===== config.mk =====
export PLATFORM = sky130hd
export DESIGN_NAME = tcdm_lane_arbiter
export DESIGN_NICKNAME = d
export VERILOG_FILES = /design/src/rtl/tcdm_lane_arbiter.sv
export SDC_FILE = /design/constraint.sdc
export NUM_CORES = 1
export LEC_CHECK = 0
export BUFFER_PORTS_ARGS = -buffer_cell sky130_fd_sc_hd__buf_2
export CELL_PAD_IN_SITES_DETAIL_PLACEMENT = 1
export CELL_PAD_IN_SITES_GLOBAL_PLACEMENT = 1
export CORE_AREA = 2 2 495 497
export DETAILED_ROUTE_END_ITERATION = 10
export DIE_AREA = 0 0 497 499
export PLACE_DENSITY_LB_ADDON = 0.1
export SYNTH_ARGS = -nofsm -noshare
export SYNTH_HDL_FRONTEND = slang
export SYNTH_SLANG_ARGS = --single-unit

===== constraint.sdc =====
create_clock -name clk_i -period 2.6 [get_ports clk_i]
set_clock_uncertainty 0.05 [all_clocks]
set_input_delay 0.39 -clock clk_i [delete_from_list [all_inputs] [get_ports clk_i]]
set_output_delay 0.39 -clock clk_i [all_outputs]
set_load 0.03 [all_outputs]

===== src/rtl/tcdm_lane_arbiter.sv =====
// Per-lane two-requester TCDM arbiter with an in-order owner FIFO that steers responses back.
// Optional build macro TCDM_ARB_FIXED_PRIO_EN: A always wins contention (default is round-robin).
module tcdm_lane_arbiter #(
    parameter int NB_LANES   = 4,
    parameter int ADDR_WIDTH = 32,
    parameter int DATA_WIDTH = 32,
    parameter int MAX_OUTST  = 2
) (
    input  logic                                  clk_i,
    input  logic                                  rst_i,
    input  logic [NB_LANES-1:0]                   a_req_i,
    input  logic [NB_LANES-1:0][ADDR_WIDTH-1:0]   a_add_i,
    input  logic [NB_LANES-1:0]                   a_wen_i,
    input  logic [NB_LANES-1:0][DATA_WIDTH-1:0]   a_wdata_i,
    input  logic [NB_LANES-1:0][DATA_WIDTH/8-1:0] a_be_i,
    output logic [NB_LANES-1:0]                   a_gnt_o,
    output logic [NB_LANES-1:0]                   a_r_valid_o,
    output logic [NB_LANES-1:0][DATA_WIDTH-1:0]   a_r_rdata_o,
    input  logic [NB_LANES-1:0]                   b_req_i,
    input  logic [NB_LANES-1:0][ADDR_WIDTH-1:0]   b_add_i,
    input  logic [NB_LANES-1:0]                   b_wen_i,
    input  logic [NB_LANES-1:0][DATA_WIDTH-1:0]   b_wdata_i,
    input  logic [NB_LANES-1:0][DATA_WIDTH/8-1:0] b_be_i,
    output logic [NB_LANES-1:0]                   b_gnt_o,
    output logic [NB_LANES-1:0]                   b_r_valid_o,
    output logic [NB_LANES-1:0][DATA_WIDTH-1:0]   b_r_rdata_o,
    output logic [NB_LANES-1:0]                   tcdm_req_o,
    output logic [NB_LANES-1:0][ADDR_WIDTH-1:0]   tcdm_add_o,
    output logic [NB_LANES-1:0]                   tcdm_wen_o,
    output logic [NB_LANES-1:0][DATA_WIDTH-1:0]   tcdm_wdata_o,
    output logic [NB_LANES-1:0][DATA_WIDTH/8-1:0] tcdm_be_o,
    input  logic [NB_LANES-1:0]                   tcdm_gnt_i,
    input  logic [NB_LANES-1:0]                   tcdm_r_valid_i,
    input  logic [NB_LANES-1:0][DATA_WIDTH-1:0]   tcdm_r_rdata_i,
    output logic                                  busy_o,
    output logic                                  err_o
);

    localparam int PW = (MAX_OUTST > 1) ? $clog2(MAX_OUTST) : 1;
    localparam int CW = $clog2(MAX_OUTST + 1);
    localparam logic [PW-1:0] LAST_PTR = PW'(MAX_OUTST - 1);
    localparam logic [CW-1:0] FULL_CNT = CW'(MAX_OUTST);

    function automatic logic [PW-1:0] next_ptr(input logic [PW-1:0] ptr);
        if (ptr == LAST_PTR) begin
            return {PW{1'b0}};
        end else begin
            return ptr + PW'(1);
        end
    endfunction

    logic [NB_LANES-1:0] w_nonempty;
    logic [NB_LANES-1:0] w_orphan;
    logic                r_err;

    for (genvar l = 0; l < NB_LANES; l++) begin : g_lane
        logic [MAX_OUTST-1:0] r_own;
        logic [PW-1:0]        r_head;
        logic [PW-1:0]        r_tail;
        logic [CW-1:0]        r_cnt;
        logic                 w_empty;
        logic                 w_full;
        logic                 w_can_issue;
        logic                 w_sel_b;
        logic                 w_req;
        logic                 w_push;
        logic                 w_pop;

        assign w_empty     = (r_cnt == {CW{1'b0}});
        assign w_full      = (r_cnt == FULL_CNT);
        // A full FIFO may still accept a grant when its head retires in the same cycle.
        assign w_can_issue = ~w_full | tcdm_r_valid_i[l];
        assign w_pop       = tcdm_r_valid_i[l] & ~w_empty & ~rst_i;
        assign w_orphan[l] = tcdm_r_valid_i[l] & w_empty & ~rst_i;
        assign w_nonempty[l] = ~w_empty;

`ifdef TCDM_ARB_FIXED_PRIO_EN
        assign w_sel_b = b_req_i[l] & ~a_req_i[l];
`else
        logic r_prio;

        // Round-robin choice: prio breaks the tie only when both request.
        always_comb begin
            if (a_req_i[l] & b_req_i[l]) begin
                w_sel_b = r_prio;
            end else begin
                w_sel_b = b_req_i[l];
            end
        end

        // Priority pointer moves to the loser on every handshake.
        always_ff @(posedge clk_i) begin
            if (rst_i) begin
                r_prio <= 1'b0;
            end else if (w_push) begin
                r_prio <= ~w_sel_b;
            end else begin
                r_prio <= r_prio;
            end
        end
`endif

        assign w_req = (a_req_i[l] | b_req_i[l]) & w_can_issue & ~rst_i;
        assign w_push = w_req & tcdm_gnt_i[l];

        // Forward the selected requester's payload downstream.
        always_comb begin
            tcdm_req_o[l] = w_req;
            if (w_sel_b) begin
                tcdm_add_o[l]   = b_add_i[l];
                tcdm_wen_o[l]   = b_wen_i[l];
                tcdm_wdata_o[l] = b_wdata_i[l];
                tcdm_be_o[l]    = b_be_i[l];
            end else begin
                tcdm_add_o[l]   = a_add_i[l];
                tcdm_wen_o[l]   = a_wen_i[l];
                tcdm_wdata_o[l] = a_wdata_i[l];
                tcdm_be_o[l]    = a_be_i[l];
            end
        end

        assign a_gnt_o[l]     = w_push & ~w_sel_b;
        assign b_gnt_o[l]     = w_push & w_sel_b;
        assign a_r_valid_o[l] = w_pop & ~r_own[r_head];
        assign b_r_valid_o[l] = w_pop & r_own[r_head];
        assign a_r_rdata_o[l] = tcdm_r_rdata_i[l];
        assign b_r_rdata_o[l] = tcdm_r_rdata_i[l];

        // Owner FIFO: 0 = A, 1 = B; push on handshake, pop on response.
        always_ff @(posedge clk_i) begin
            if (rst_i) begin
                r_own  <= {MAX_OUTST{1'b0}};
                r_head <= {PW{1'b0}};
                r_tail <= {PW{1'b0}};
                r_cnt  <= {CW{1'b0}};
            end else begin
                if (w_push) begin
                    r_own[r_tail] <= w_sel_b;
                    r_tail        <= next_ptr(r_tail);
                end else begin
                    r_tail <= r_tail;
                end
                if (w_pop) begin
                    r_head <= next_ptr(r_head);
                end else begin
                    r_head <= r_head;
                end
                case ({w_push, w_pop})
                    2'b10:   r_cnt <= r_cnt + CW'(1);
                    2'b01:   r_cnt <= r_cnt - CW'(1);
                    default: r_cnt <= r_cnt;
                endcase
            end
        end
    end

    // Sticky flag for responses that arrive with no outstanding owner.
    always_ff @(posedge clk_i) begin
        if (rst_i) begin
            r_err <= 1'b0;
        end else if (|w_orphan) begin
            r_err <= 1'b1;
        end else begin
            r_err <= r_err;
        end
    end

    assign err_o  = r_err;
    assign busy_o = |w_nonempty;

endmodule


==> results.toml, run 1 <==
[floorplan]
initial_core_util_pct = 2.87
die_h_um = 499
io_pins = 1252
fp.dieArea_um2 = 248000
die_width_um = 497
num_rows = 181
coreArea_um2 = 243000

[timing]
finalCriticalPeriod_ns = 2.46
tightest_slew_ns = 0.687
final_hold_viol_count = 0
slew_viol_final = 0
rsz0062_at_grt = "no"
setup_violations = 0
fmax_mhz = 406
timing.slew.headroom_pct = 53.7
finalCritPeriodShare_pct = 94.7

[min_path]
hp-class = "primary input to flop"
hold_end = "g_lane[0].r_own[1]"
hp-start = "tcdm_gnt_i[0]"
hold_path_depth = 3

[synth]
synthTopCellsByArea = "mux2_2 (45%), buf_4 (30%), dfxtp_1 (8.4%)"
synth-edff-count = 0
synth-seq-area-share_pct = 8.35
synth_ff_type = "dfxtp_1"
syn_nets = 1456
synth_cells = 754
synth_top_area_share_pct = 44.7
netlist_area_um2 = 6950
async_flop_share_pct = 0
synth_top_area_cell = "mux2_2"
synth_warnings = 0
ys_ff_latch = 29
syn_avg_cell_area_um2 = 9.22
synth.distinct_cells = 36

[clock_tree]
ctsHtreeMaxLevel = 2
cts_sinks = 29
clockBufferDepth = 2
clock_latency_ns = 0.31
cts-buffers-inserted = 5
cts_tree = "yes"
root_buffer = "clkbuf_16"
clk_pin_slew_ns = 0.06

[setup_path]
crit_slowest_cell = "mux2_2"
r2r-end = "g_lane[2].r_cnt[1]"
r2r_setup_slack_ns = 0.40
cp-start-kind = "flop"
critPathCaptureType = "output pin"
r2r-start = "g_lane[2].r_cnt[0]"
path_common_cell = "buf_4"
worstSetupPathType = "flop to output pin"
r2r_cells = 5
critical_path_buf_inv_count = 4
path_cells = "nor2b_2, nand2b_4, buf_12, buf_4, buf_4, mux2_2, buf_2"
slowest_delay_ns = 0.38
critical-path-top-delay-family = "buffers and inverters"
cp_max_fo = 6
cp.required_ns = 2.16
worstPathArrival_ns = 2.02

[power_and_ir_drop]
p_clk_share_pct = 16.2
power.density_nw_per_um2 = 294
power_switching_mw = 2.11
p_leak_nw = 5.52
total_power_mw = 4.04
p_sw_share_pct = 52.4
combPwrFrac_pct = 70.8
p_int_mw = 1.92
ir_drop_mv = 0.205
pwr-share-seq_pct = 13.0

[detailed_routing]
drt_iter0_drc = 141
drc = 0
viasPerCell = 1.79
final_antenna_net_count = 0
routedWlPerCell_um = 16.7
dr.pass1.iters = 4
vias = 8190
drt-total-wl_um = 76500

[placement]
dp.final_hpwl_um = 71700
numPortBuffers = 867
gp_congestion = 0.761

[global_routing]
antenna_found_initial = 36
overflow = 0
grt_pass1_wl_um = 96300
grt_max_degree = 42
grtUsageTotal_pct = 5.89
grt_pass1_vias = 9410

[finish]
regArea_um2 = 581
final_util_pct = 5.65
drive_gt1_share_pct = 87.9
multiInputGateArea_um2 = 4180
syn2layout_area_growth_pct = 97.2
fillers = 29200
fin_nets = 2082

[status]
outcome = "complete, no violations"

[run]
max_cap_violations = 0
[synth_stat cells, types with 4 or more instances]
master,instances
a31oi_1,4
or3_1,4
o21ba_2,4
a21oi_1,10
o31ai_1,4
o21a_1,4
inv_1,6
nand2b_1,10
nor2_1,20
nor2b_1,12
ha_1,4
mux2_2,276
nand3_1,4
o21ai_0,8
nand4_1,5
and2_1,4
mux2i_1,8
nor3_1,5
buf_6,6
buf_4,281
clkbuf_1,4
or4_4,4
xnor2_1,4
xor2_1,8
nor4_1,4
dfxtp_1,29
[metal layers]
layer / up-vias / wire length (um) / global-route usage (%)
li1: 3629 / - / -
met1: 3670 / 25500 / 5.51
met2: 715 / 40000 / 11.2
met3: 168 / 7630 / 2.32
met4: 8 / 3340 / 2.55
met5: - / 57 / 0
[cells in the final DEF, fill, tap and decap left out, types with 4 or more instances in the layout]
cell type  count
buf_12         6
ha_1           4
inv_1          6
mux2_2       276
mux2i_1        8
nor2_1        20
or3_1          4
xnor2_1        4
nand4_1        5
a31oi_1        4
o31ai_1        4
nand3_1        4
dfxtp_1       29
nor2b_1       11
o21ba_2        4
nand2b_1       9
nor3_1         5
or4_4          4
diode_2        6
clkbuf_16      5
buf_2        866
buf_4         41
and2_1         4
o21a_1         4
a21oi_1       10
xor2_1         8
o21ai_0        8
[worst max path at each step]
| stage | start | cells past startpoint | to | slack (ns) |
|---|---|---|---|---|
| after global placement | tcdm_r_valid_i[2] | 4 | a_r_valid_o[2] | 0.01 |
| after CTS | g_lane[0].r_prio | 6 | tcdm_wdata_o[8] | 0.04 |
| after global routing | g_lane[0].r_prio | 6 | tcdm_wdata_o[21] | 0.02 |
| after detailed placement | a_req_i[0] | 6 | tcdm_wdata_o[30] | -0.07 |
| after floorplan | rst_i | 3 | a_r_valid_o[0] | 0.46 |
| final | g_lane[0].r_prio | 7 | tcdm_add_o[20] | 0.14 |
[cell families (layout without fill, tap and decap cells)]
| group | after synthesis | after routing | synth area share, % |
|---|---|---|---|
| flops | 29 | 29 | 8.35 |
| mux | 284 | 284 | 45.9 |
| buf+inv | 300 | 926 | 32.1 |
| fa+ha+maj | 4 | 4 | 0.720 |
| xor+xnor | 12 | 12 | 1.51 |
| compound gates | 44 | 44 | 4.43 |
| simple gates | 81 | 81 | 7.02 |
| other cells | 0 | 6 | 0 |
[sequential cells by signal (all words and copies together) (netlist names)]
register       count
g_lane.r_tail      4
g_lane.r_cnt       8
g_lane.r_own       8
err_o              1
g_lane.r_head      4
g_lane.r_prio      4
[through the flow]
stage / cells / setup TNS, ns / cell area, um2 / hold WS [ns] / setup WS, ns
after floorplan: 754 / 0 / 6950 / 0.398 / 0.457
after global placement: 4571 / 0 / 13500 / 0.421 / 0.0108
after detailed placement: 4571 / -0.180 / 13500 / 0.420 / -0.0728
after CTS: 4582 / 0 / 13700 / 0.363 / 0.0361
after global routing: 4586 / 0 / 13700 / 0.388 / 0.0158
final: 4588 / 0 / 13700 / 0.384 / 0.137
[power by group through the flow]
stage	clock, mW	combinational, mW	sequential [mW]
5_1_grt	0.721	3.09	0.529
4_1_cts	0.728	3.00	0.524
2_1_floorplan	0	2.28	0.519
3_3_place_gp	0	3.01	0.536
6_report	0.654	2.86	0.523
3_5_place_dp	0	2.98	0.534
[final cells by class]
type | count | area share, %
multi-input combinational | 425 | 30.5
timing repair buffer | 913 | 34.7
sequential | 29 | 4.24
tap | 3202 | 29.2
inverter | 6 | 0.164
antenna | 6 | 0.110
clock buffer | 7 | 1.04
[what timing repair did]
item,in CTS,in global routing
buffers inserted,4,0
resized for setup,2,0
endpoints found under the setup margin,28,0
hold endpoints to repair,0,0
hold buffers,0,0
[worst min-delay path: cells and delay by family]
family                 cells  cell delay [ns]
muxes                      1             0.07
buffers and inverters      1             0.13
and+or+nand+nor            1             0.11
No activity file was read; power rests on OpenSTA's default activity.
==> run 2: changes to the inputs <==
--- a/config.mk
+++ b/config.mk
@@ -12,6 +12,7 @@
 export DETAILED_ROUTE_END_ITERATION = 10
 export DIE_AREA = 0 0 497 499
 export PLACE_DENSITY_LB_ADDON = 0.1
+export SKIP_CTS_REPAIR_TIMING = 1
 export SYNTH_ARGS = -nofsm -noshare
 export SYNTH_HDL_FRONTEND = slang
 export SYNTH_SLANG_ARGS = --single-unit
==> constraint.sdc (replaced) <==
create_clock -name clk_i -period 2.8 [get_ports clk_i]
set_clock_uncertainty 0.05 [all_clocks]
set_input_delay 0.42 -clock clk_i [delete_from_list [all_inputs] [get_ports clk_i]]
set_output_delay 0.42 -clock clk_i [all_outputs]
set_load 0.03 [all_outputs]
==> results.toml, run 2 (same netlist as run 1, synthesis figures left out) <==
[status]
outcome = "complete, no violations"

[global_routing]
grt_max_degree = 52
grt_pass1_wl_um = 95000
grtUsageTotal_pct = 5.85
grt_pass1_vias = 9195
overflow = 0
antenna_found_initial = 43

[finish]
final_area_um2 = 13600
fillers = 29200
fin_nets = 2066
drive_gt1_share_pct = 87.6
final_common_cell = "buf_2"
syn2layout_area_growth_pct = 95.8
final_cell_count_no_fill = 4576
top_regs = "g_lane.r_cnt: 8 flops, g_lane.r_own: 8 flops"
final_cell_mix = "buf_2 (867), mux2_2 (276), dfxtp_1 (29), buf_4 (22), nor2_1 (20)"

[setup_path]
critPathCaptureType = "output pin"
cp_max_fo = 27
cp-start-kind = "flop"
slowest_delay_ns = 0.45
cp.required_ns = 2.33
worstPathArrival_ns = 2.04
crit_slowest_cell = "mux2_2"
critical_path.startpoint = "g_lane[0].r_prio"
r2r-start = "g_lane[2].r_cnt[0]"
path_cells = "nor2b_1, nand2b_4, buf_12, mux2_2, buf_2"
worstSetupPathType = "flop to output pin"

[detailed_routing]
viasPerCell = 1.77
drc = 0
vias = 8097
drt_iter0_drc = 128
dr.pass1.iters = 4
routedWlPerCell_um = 16.6
drt-total-wl_um = 75800
final_antenna_net_count = 0

[min_path]
hp-start = "tcdm_gnt_i[1]"
hp-class = "primary input to flop"

[power_and_ir_drop]
power_switching_mw = 1.94
p_leak_nw = 5.46
power.density_nw_per_um2 = 271
p_int_mw = 1.75
total_power_mw = 3.69
p_sw_share_pct = 52.7
ir_drop_mv = 0.158
combPwrFrac_pct = 70.8
p_clk_share_pct = 16.1
pwr-share-seq_pct = 13.1

[placement]
gp_congestion = 0.755
placed_cell_area_um2 = 13400
numPortBuffers = 867
dp_cells = 4559
dp.final_hpwl_um = 71000

[clock_tree]
clockBufferDepth = 2
cts_sinks = 29
cts_tree = "yes"
clock_latency_ns = 0.31
root_buffer = "clkbuf_16"
ctsHtreeMaxLevel = 2
cts-buffers-inserted = 5
clk_pin_slew_ns = 0.06

[timing]
slew_viol_final = 0
finalCritPeriodShare_pct = 89.6
final_hold_viol_count = 0
tightest_slew_ns = 0.641
fmax_mhz = 399
finalCriticalPeriod_ns = 2.51
setup_violations = 0
timing.slew.headroom_pct = 57.2
rsz0062_at_grt = "no"
setup_tns_ns = 0

[floorplan]
initial_core_util_pct = 2.87
fp.dieArea_um2 = 248000
die_h_um = 499
die_width_um = 497
num_rows = 181
io_pins = 1252
coreArea_um2 = 243000

[run]
max_cap_violations = 0
## run 2: power groups by stage
stage	logic [mW]	clock network (mW)	registers (mW)
after floorplan	2.12	0	0.482
after detailed placement	2.74	0	0.495
after global placement	2.77	0	0.498
after CTS	2.75	0.669	0.485
final	2.61	0.595	0.484
after global routing	2.83	0.657	0.491
## run 2: metal layers
layer	global-route usage, %	routed length [um]	share of wire, %	up-vias
met2	11.2	40200	53	728
met5	0	107	0.14	-
met4	2.61	3410	4.5	16
met1	5.10	23300	31	3561
li1	-	-	-	3607
met3	2.77	8770	12	185
## run 2: final cells by class
| class | instances | area [um2] | area share [%] |
|---|---|---|---|
| Timing Repair Buffer | 897 | 4660 | 34.3 |
| Sequential cell | 29 | 581 | 4.27 |
| Multi-Input combinational cell | 425 | 4170 | 30.6 |
| Clock inverter | 2 | 10.0 | 0.0736 |
| Clock buffer | 6 | 129 | 0.947 |
| Inverter | 6 | 22.5 | 0.166 |
| Tap cell | 3202 | 4010 | 29.4 |
| Antenna cell | 9 | 22.5 | 0.166 |
## run 2: worst paths after layout
check / to / slack, ns / depth (start not counted)
hold reg to reg: g_lane[1].r_own[0] / 0.43 / 2
hold / removal: g_lane[1].r_prio / 0.42 / 3
setup reg to reg: g_lane[2].r_cnt[1] / 0.66 / 5
setup / recovery: tcdm_wen_o[0] / 0.29 / 5
## run 2: worst max-delay path, delay by kind of cell, from the launching register on
kind,cells,cell delay [ns]
buffers and inverters,2,0.47
flip-flops,1,0.32
multiplexers,1,0.45
AND/OR/NAND/NOR,2,0.45
## run 2: stage by stage
step                      util (%)  hold WS (ns)  worst slack, ns
final                         5.61         0.416            0.291
after global routing          5.60         0.433            0.171
after CTS                     5.60         0.389            0.162
after detailed placement      5.54         0.424            0.291
after global placement        5.54         0.436            0.282
after floorplan                  -         0.398            0.597
==> run 3: changes to the inputs <==
--- a/config.mk
+++ b/config.mk
@@ -11,8 +11,10 @@
 export CORE_AREA = 2 2 495 497
 export DETAILED_ROUTE_END_ITERATION = 10
 export DIE_AREA = 0 0 497 499
-export PLACE_DENSITY_LB_ADDON = 0.1
+export PLACE_DENSITY = 0.3
+export REMOVE_ABC_BUFFERS = 1
 export SKIP_CTS_REPAIR_TIMING = 1
+export SKIP_LAST_GASP = 1
 export SYNTH_ARGS = -nofsm -noshare
 export SYNTH_HDL_FRONTEND = slang
 export SYNTH_SLANG_ARGS = --single-unit
==> results.toml, run 3 (same netlist as run 1, synthesis figures left out) <==
[finish]
drive_gt1_share_pct = 87.6
final_common_cell = "buf_2"
fin_nets = 2052
final_area_um2 = 13500
final_cell_mix = "buf_2 (866), mux2_2 (276), dfxtp_1 (29), nor2_1 (20), nor2b_1 (12)"
top_regs = "g_lane.r_cnt: 8 flops, g_lane.r_own: 8 flops"
syn2layout_area_growth_pct = 94.8
fillers = 29200

[min_path]
hp-class = "primary input to flop"

[clock_tree]
clock_latency_ns = 0.29
cts-buffers-inserted = 5
ctsHtreeMaxLevel = 2
cts_tree = "yes"
clk_pin_slew_ns = 0.05
cts_sinks = 29
root_buffer = "clkbuf_16"
clockBufferDepth = 2

[power_and_ir_drop]
ir_drop_mv = 0.186
pwr-share-seq_pct = 11.8
p_clk_share_pct = 14.9
p_leak_nw = 5.41
p_int_mw = 1.78
power_switching_mw = 2.28
total_power_mw = 4.06
power.density_nw_per_um2 = 300
p_sw_share_pct = 56.2
combPwrFrac_pct = 73.2

[floorplan]
initial_core_util_pct = 2.87
coreArea_um2 = 243000
die_h_um = 499
num_rows = 181
io_pins = 1252
die_width_um = 497
fp.dieArea_um2 = 248000

[detailed_routing]
viasPerCell = 2.27
routedWlPerCell_um = 41.0
final_antenna_net_count = 0
vias = 10400
drt_iter0_drc = 704
drc = 0
dr.pass1.iters = 5
drt-total-wl_um = 187000

[setup_path]
r2r-start = "g_lane[3].r_cnt[1]"
worstSetupPathType = "primary input to output pin"
path_common_cell = "buf_2"
cp.required_ns = 2.33
r2r-end = "g_lane[3].r_cnt[1]"
critPathCaptureType = "output pin"
critPathCapture = "tcdm_add_o[115]"
r2r_cells = 5
path_cells = "buf_2, inv_1, o21ai_4, buf_4, mux2_2, buf_2"
crit_slowest_cell = "mux2_2"
critical_path.startpoint = "a_req_i[3]"
critical_path_buf_inv_count = 4
r2r_setup_slack_ns = 0.76
cp_max_fo = 19
critical-path-top-delay-family = "buffers and inverters"
slowest_delay_ns = 0.54
cp-start-kind = "primary input"
worst-path-stages = 6
worstPathArrival_ns = 2.14

[run]
max_cap_violations = 0

[global_routing]
grt_pass1_vias = 9839
overflow = 0
grt_pass1_wl_um = 211000
grtUsageTotal_pct = 14.6
grt_max_degree = 43
antenna_found_initial = 154

[timing]
setup_violations = 0
finalCritPeriodShare_pct = 93.2
fmax_mhz = 383
rsz0062_at_grt = "no"
slew_viol_final = 0
finalCriticalPeriod_ns = 2.61
timing.slew.headroom_pct = 54.6
final_hold_viol_count = 0
tightest_slew_ns = 0.681

[placement]
gp_congestion = 0.945
placed_cell_area_um2 = 13400
numPortBuffers = 867
dp.final_hpwl_um = 173000

[status]
outcome = "complete, no violations"
[run 3: area by class of cell]
| cell class | count | area, um2 | share of cell area, % |
|---|---|---|---|
| antenna | 11 | 27.5 | 0.203 |
| sequential | 29 | 581 | 4.29 |
| clock buffer | 7 | 153 | 1.13 |
| multi-input combinational | 425 | 4170 | 30.8 |
| timing repair buffer | 883 | 4570 | 33.8 |
| clock inverter | 1 | 5.00 | 0.0370 |
| inverter | 6 | 22.5 | 0.166 |
| tap | 3202 | 4010 | 29.6 |
[run 3: tightest hold or removal path: stages]
cell	delay (ns)
buf_2	0.13
o21ai_4	0.09
mux2i_1	0.07
[run 3: routing by layer]
layer	share of wire [%]	track usage, %	up-vias	routed length (um)
met5	1.7	8.33	-	3140
met4	1.6	1.45	48	3010
met3	22	15.1	330	41700
met2	36	18.9	1643	67900
met1	38	16.0	4752	71500
li1	-	-	3579	-
[run 3: how the worst min path moves through the flow]
stage	from	end	slack, ns	cells past startpoint
after CTS	b_req_i[1]	g_lane[1].r_own[0]	0.41	3
after global placement	g_lane[2].r_own[1]	g_lane[2].r_own[1]	0.42	2
after global routing	tcdm_gnt_i[3]	g_lane[3].r_prio	0.46	3
after detailed placement	g_lane[1].r_own[1]	g_lane[1].r_own[1]	0.43	2
after floorplan	g_lane[0].r_own[1]	g_lane[0].r_own[1]	0.40	2
final	b_req_i[1]	g_lane[1].r_own[0]	0.43	3
[run 3: power groups by stage]
stage                     clock, mW  combinational [mW]  sequential [mW]
after detailed placement          0                3.11            0.489
after floorplan                   0                1.39            0.482
after global routing          0.661                3.23            0.486
after CTS                     0.647                3.12            0.480
final                         0.606                2.97            0.481
after global placement            0                3.12            0.489
[run 3: metrics by stage]
stage | worst slack [ns] | cells | setup TNS [ns] | hold slack [ns] | utilization [%]
after floorplan | -0.577 | 460 | -145.38 | 0.397 | -
after global placement | 0.0775 | 4545 | 0 | 0.422 | 5.51
after detailed placement | 0.0803 | 4545 | 0 | 0.428 | 5.51
after CTS | 0.0789 | 4553 | 0 | 0.414 | 5.57
after global routing | 0.102 | 4562 | 0 | 0.456 | 5.58
final | 0.189 | 4564 | 0 | 0.427 | 5.58
